`config.mk`:
```
export PLATFORM = sky130hd
export DESIGN_NAME = instruction_fetch
export DESIGN_NICKNAME = d
export VERILOG_FILES = /design/src/rtl/cpu_pkg.sv /design/src/rtl/instruction_fetch.sv
export SDC_FILE = /design/constraint.sdc
export NUM_CORES = 1
export LEC_CHECK = 0
export CORE_MARGIN = 5
export CORE_UTILIZATION = 49
export DETAILED_ROUTE_END_ITERATION = 8
export PLACE_DENSITY_LB_ADDON = 0.08
export SETUP_SLACK_MARGIN = 0.5
export SLEW_MARGIN = 20
export SYNTH_ARGS = -nofsm -noshare
export SYNTH_HDL_FRONTEND = slang
export SYNTH_SLANG_ARGS = --single-unit
```
`constraint.sdc`:
```
create_clock -name clk -period 7.5 [get_ports clk]
set_clock_uncertainty 0.1 [all_clocks]
set_input_delay 1.875 -clock clk [delete_from_list [all_inputs] [get_ports clk]]
set_output_delay 1.875 -clock clk [all_outputs]
set_load 0.05 [all_outputs]
```
`src/rtl/cpu_pkg.sv`:
```
// Shared CPU front-end definitions: NOP encoding, fetch FSM states, reset vector.
package cpu_pkg;

    // addi x0, x0, 0 -- the canonical bubble instruction
    localparam logic [31:0] NOP_INSN         = 32'h0000_0013;
    localparam logic [31:0] DEFAULT_RESET_PC = 32'h0000_0000;

    typedef enum logic {
        RUN    = 1'b0,
        SQUASH = 1'b1
    } fetch_state_t;

    // Force a fetch target onto a word boundary
    function automatic logic [31:0] word_align(input logic [31:0] addr);
        return {addr[31:2], 2'b00};
    endfunction

endpackage

```
`src/rtl/instruction_fetch.sv`:
```
// Instruction fetch stage: PC register, IF/ID pipeline register, redirect
// squash state machine and a counter of real instructions handed to decode.
module instruction_fetch
    import cpu_pkg::*;
#(
    parameter logic [31:0] RESET_PC      = DEFAULT_RESET_PC,
    parameter int unsigned SQUASH_CYCLES = 0
) (
    input  logic        clk,
    input  logic        rst_n,
    input  logic        stall,
    input  logic        redirect,
    input  logic [31:0] redirect_addr,
    input  logic [31:0] imem_rdata,
    output logic [31:0] pc,
    output logic [31:0] imem_insn,
    output logic [31:0] imem_addr,
    output logic        branch_jump_stall,
    output logic [31:0] fetch_count
);

    // Counter load value on redirect; only meaningful when bubbles are configured
    localparam logic [1:0] SQUASH_INIT = (SQUASH_CYCLES > 0) ? 2'(SQUASH_CYCLES - 1) : 2'd0;

    logic [31:0]  pc_r;
    logic [31:0]  insn_r;
    logic [31:0]  addr_r;
    logic [31:0]  count_r;
    fetch_state_t state_r;
    logic [1:0]   squash_cnt_r;

    // PC, IF/ID register, squash FSM and fetch counter; redirect beats stall
    always_ff @(posedge clk) begin
        if (!rst_n) begin
            pc_r         <= RESET_PC;
            insn_r       <= NOP_INSN;
            addr_r       <= 32'd0;
            count_r      <= 32'd0;
            state_r      <= RUN;
            squash_cnt_r <= 2'd0;
        end else if (redirect) begin
            pc_r   <= word_align(redirect_addr);
            insn_r <= NOP_INSN;
            addr_r <= 32'd0;
            if (SQUASH_CYCLES > 0) begin
                state_r      <= SQUASH;
                squash_cnt_r <= SQUASH_INIT;
            end else begin
                state_r      <= RUN;
                squash_cnt_r <= 2'd0;
            end
        end else begin
            case (state_r)
                RUN: begin
                    if (!stall) begin
                        pc_r    <= pc_r + 32'd4;
                        insn_r  <= imem_rdata;
                        addr_r  <= pc_r;
                        count_r <= count_r + 32'd1;
                    end else begin
                        pc_r    <= pc_r;
                        insn_r  <= insn_r;
                        addr_r  <= addr_r;
                        count_r <= count_r;
                    end
                end
                SQUASH: begin
                    // Bubbles are injected regardless of stall; PC waits at the target
                    insn_r <= NOP_INSN;
                    addr_r <= 32'd0;
                    if (squash_cnt_r == 2'd0) begin
                        state_r <= RUN;
                    end else begin
                        squash_cnt_r <= squash_cnt_r - 2'd1;
                    end
                end
                default: begin
                    state_r      <= RUN;
                    squash_cnt_r <= 2'd0;
                    insn_r       <= NOP_INSN;
                    addr_r       <= 32'd0;
                end
            endcase
        end
    end

    // Flush request: live redirect or pending bubbles; masked during reset so
    // it tracks redirect alone while rst_n is low
    assign branch_jump_stall = redirect | (rst_n & (state_r == SQUASH));

    assign pc          = pc_r;
    assign imem_insn   = insn_r;
    assign imem_addr   = addr_r;
    assign fetch_count = count_r;

endmodule

```
==> metrics.txt, run 1 <==
GRT Total Usage 0.234; initial antenna violation count 0; die width 117 µm; Slew @ Worst Pin 0.903 ns; Detail Route Antenna Nets 0; Avg Inst Size Synth 8.92 µm²; via/cell ratio 5.56; status completed; share of the synthesized area in the top cell type 0.456; largest cells by area after synthesis dfxtp_1, mux2i_1, nor2_1; Min-Delay Path Class reg -> reg; routed wire length 15800 µm; Post-CTS Setup Bufs 0; share of cells above drive strength 1 0.0432; slew margin rel. 0.398; ANT cells 0; drt pass-1 iters 4; Final TNS setup 0 ns; Crit. End Element output pin; Post-Synthesis Cells 625; nets 868; fin. max-slew vios 0; clk sinks 127; Final Hold Violating Endpoints 0; root buffer cell clkbuf_16; Setup Viol. Count Final 0; Async S/R FF share, synth 0; Flop pwr share 0.405; Buffers on Ports 190; clk buf depth 2; drt drc 0; Critical Path RT 5.53 ns; Inserted Clock Buffers 17; RR Startpoint pc[4]; first-pass GRT wire length 25300 µm; min cycle time layout 5.61 ns; hpwl dp 11200 µm; DR iter-0 viols 420; die span in y 117 µm; GP Congestion 0.788; Power Total 1780 µW; vias post-DR 5302; Main synth FF type dfxtp_1; area of the die 13600 µm²; hold_sp imem_insn[4]; largest net degree at the start of global routing 60; Layout area overhead 45.5%; vias in the first global route 5221; post-route clock period utilization 0.748; f_max 178 MHz; mapped cell area 5570 µm²; maximum fanout along the worst path 11; Synth top cells by count dfxtp_1, nor2_1, mux2i_1; Worst Setup Path Type in -> out; Seq/Total Area, Yosys 0.456; Static Leakage 0.00292 µW; core footprint 11300 µm²; Post-synth EDFFs 0; P_sw 447 µW; post-cts gate resize count 0; DR WL/cell 16.5 µm; io pins 197; Hold-fix buffers, CTS 0; Clock Pin Slew Worst Setup and Hold Paths 0.05 ns; max_cap viols 0; Worst setup startpoint redirect; startpoint types input pin; H-tree level count 4; Cell Rows 39; Yosys warning total 0; Sw Ratio 0.251; worst vdd ir 0.308 mV; Internal 1330 µW; Min Hold Slack 0.385 ns; CTS tree yes; latest clock arrival within the worst-skew pair 0.41 ns; RSZ-0062 raised after global routing no; initial core utilization 0.494; clock network power share 0.461; most common cell in the netlist dfxtp_1; worst path arrival time 3.64 ns; FF+latch count, synth 127; Gate power share 0.133; Synth cell types 39; gr ovfl total 0; Synth area leader dfxtp_1; Power Density 220 nW/µm²
==> cells by family after synthesis <==
logic type,Yosys count,share of synthesized area
other,1,0.000673
flip-flops,127,0.456
XOR/XNOR,23,0.0361
buffers and inverters,58,0.0427
AO/OA/AOI/OAI,100,0.112
adder cells (fa/ha/maj),3,0.00674
multiplexers,68,0.122
AND/OR/NAND/NOR,245,0.223
==> cell type report <==
cell class | count | area (µm²)
repair buffers | 194 | 1930
flip-flops and latches | 127 | 2540
inverters | 14 | 52.6
clock inverters | 5 | 75.1
clock buffers | 27 | 523
well taps | 143 | 179
fillers | 854 | 3160
multi-input cells | 443 | 2810
==> layer usage <==
metal | track usage | vias to the layer above | share of wire
li1 | - | 2593 | -
met1 | 0.279 | 2494 | 0.41
met2 | 0.386 | 189 | 0.50
met3 | 0.0819 | 26 | 0.074
met4 | 0.0933 | 0 | 0.021
met5 | 0 | - | 0
==> per-stage QoR <==
stage | std cells | setup WS (ns) | util | instance area (µm²)
CTS | 953 | 1.89 | 0.719 | 8110
floorplan | 628 | 2.48 | - | 5580
finish | 953 | 1.89 | 0.720 | 8110
global route | 953 | 1.81 | 0.720 | 8110
global placement | 921 | 1.93 | 0.666 | 7510
detailed placement | 921 | 1.91 | 0.666 | 7510
==> sequential cells by signal, indices dropped and copies added (netlist names) <==
register / cells
fetch_count: 32
imem_addr: 30
imem_insn: 32
pc: 30
squash_cnt_r: 2
state_r: 1
==> worst paths after layout <==
kind	end	slack, ns	cells after the start
setup / recovery	branch_jump_stall	1.89	4
hold / removal	imem_insn[4]	0.39	2
hold reg to reg	imem_insn[4]	0.39	2
setup reg to reg	pc[20]	4.73	4
==> power by group through the flow <==
stage | clock network, µW | logic, µW | registers (µW)
floorplan | 0 | 74.4 | 804
global placement | 0 | 234 | 734
detailed placement | 0 | 237 | 736
CTS | 836 | 239 | 722
global route | 869 | 252 | 726
finish | 822 | 238 | 722
==> worst max-delay path, stage by stage <==
cell and delay (ns):
clkdlybuf4s50_1 0.69, inv_1 0.11, nand2_1 0.12, clkdlybuf4s50_1 0.84
==> cell usage in the layout (no fill, tap or decap), drive strengths merged, types with 12 or more instances in the layout <==
cell type,synthesis,layout
clkdlybuf4s50,0,189
dfxtp,127,127
nor2,86,86
mux2i,68,68
nand2,38,38
o21ai,31,31
clkbuf,33,27
or4,23,23
a21oi,23,23
or3,20,20
nand3,18,18
xnor2,18,18
o31ai,16,16
nand4,15,15
inv,13,13
nor4,12,12
No activity file was read; power rests on OpenSTA's default activity.
==> run 2, diff against run 1 <==
--- a/config.mk
+++ b/config.mk
@@ -6,7 +6,7 @@
 export NUM_CORES = 1
 export LEC_CHECK = 0
 export CORE_MARGIN = 5
-export CORE_UTILIZATION = 49
+export CORE_UTILIZATION = 41
 export DETAILED_ROUTE_END_ITERATION = 8
 export PLACE_DENSITY_LB_ADDON = 0.08
 export SETUP_SLACK_MARGIN = 0.5
==> constraint.sdc (replaced) <==
create_clock -name clk -period 4.5 [get_ports clk]
set_clock_uncertainty 0.1 [all_clocks]
set_input_delay 1.125 -clock clk [delete_from_list [all_inputs] [get_ports clk]]
set_output_delay 1.125 -clock clk [all_outputs]
set_load 0.05 [all_outputs]
==> run 2 against run 1 <==
Die area up 18%. Non-clock buffer count increased by 3. Via count is 1.2% lower. Sequential cell count is the same. Cell area up 1.9%. Worst hold slack worse by 0.017 ns.
==> metrics.txt, run 2 (synthesis gave the netlist of run 1 again) <==
nets 871; Fill cells 1143; ANT cells 0; max_cap viols 0; area of the die 16000 µm²; core footprint 13300 µm²; Buffers on Ports 190; clk buf depth 2; CTS tree yes; share of cells above drive strength 1 0.0529; latest clock arrival within the worst-skew pair 0.41 ns; io pins 197; Final TNS setup 0 ns; worst stage delay on the critical path 0.47 ns; Setup Viol. Count Final 0; Slew @ Worst Pin 0.817 ns; Inserted Clock Buffers 17; FF/Latch Area 2540 µm²; Crit. End Element output pin; most common cell after layout, fill and taps aside clkdlybuf4s50_1; status completed; DR WL/cell 16.2 µm; Clock Pin Slew Worst Setup and Hold Paths 0.06 ns; Power Total 3190 µW; most frequent cells in the layout clkdlybuf4s50_1, dfxtp_1, nor2_1; Worst Setup Path Type in -> out; gate family responsible for the most delay along the worst path buffers and inverters; Hold-fix buffers, CTS 0; initial antenna violation count 0; die span in y 127 µm; Slowest-stage cell, CP clkdlybuf4s50_1; worst slack, placed 0.736 ns; Min-Delay Path Class reg -> reg; vias in the first global route 5122; hpwl dp 11400 µm; min cycle time layout 3.40 ns; Layout area overhead 48.2%; f_max 294 MHz; Power Density 386 nW/µm²; worst-path cell chain clkdlybuf4s50_1 -> buf_4 -> nand2_1 -> nand2_1 -> buf_4; post-cts gate resize count 0; Min Hold Slack 0.368 ns; Static Leakage 0.00297 µW; die width 127 µm; fin worst setup slack 1.10 ns; drt drc 0; slew margin rel. 0.456; DR iter-0 viols 274; Post-CTS Setup Bufs 0; vias post-DR 5240; fin. max-slew vios 0; GP Congestion 0.845; startpoint types input pin; first-pass GRT wire length 26000 µm; H-tree level count 4; initial core utilization 0.419; Cell Rows 42; worst vdd ir 0.239 mV; worst path arrival time 2.18 ns; clk sinks 127; Detail Route Antenna Nets 0; root buffer cell clkbuf_16; Final Hold Violating Endpoints 0; maximum fanout along the worst path 17; via/cell ratio 5.30; post-route clock period utilization 0.756; Critical Path RT 3.27 ns; GRT Total Usage 0.198; drt pass-1 iters 4; Multi-input gate area 2810 µm²; RSZ-0062 raised after global routing no; gr ovfl total 0; routed wire length 16000 µm; WP buf/inv 3; largest net degree at the start of global routing 60
run 2: changes by cell type in the layout (fill, tap and decap cells not counted), sizes merged:
cell	change
clkinvlp	+1
clkdlybuf4s50	-1
bufinv	+4
clkbuf	-6
clkinv	+1
buf	+4
run 2: worst paths after layout:
path              slack (ns)  depth (start not counted)                end       startpoint
setup / recovery        1.10                          5  branch_jump_stall            rst_n
hold / removal          0.37                          2    fetch_count[31]  fetch_count[31]
setup reg to reg        1.69                          4             pc[21]            pc[4]
hold reg to reg         0.37                          2    fetch_count[31]  fetch_count[31]
run 2: layout make-up:
cell class	instances	area share
flip-flops and latches	127	0.308
clock buffers	21	0.0582
well taps	176	0.0267
multi-input cells	443	0.340
inverters	14	0.00636
repair buffers	197	0.236
clock inverters	11	0.0251
run 2: worst min-delay path, stage by stage, from the launching register on:
cell and delay (ns):
dfxtp_1 0.31, nand2_1 0.05, mux2i_1 0.05
run 2: report_power, final:
part	internal [µW]	switching, µW	leakage, µW
logic	161	236	0.00160
registers	1160	42.7	0.00104
clock network	1090	493	0.000339
total	2420	771	0.00297
run 2: through the flow:
step,instances,util,area (µm²)
global route,989,0.621,8260
floorplan,628,-,5580
global placement,957,0.569,7570
CTS,989,0.621,8260
finish,989,0.621,8260
detailed placement,957,0.569,7570
run 2: per-layer routing:
| metal | vias up | GRT usage | wire [µm] |
|---|---|---|---|
| met5 | - | 0 | 0 |
| li1 | 2607 | - | - |
| met1 | 2479 | 0.232 | 6610 |
| met2 | 135 | 0.342 | 8120 |
| met3 | 19 | 0.0593 | 1000 |
| met4 | 0 | 0.0719 | 265 |
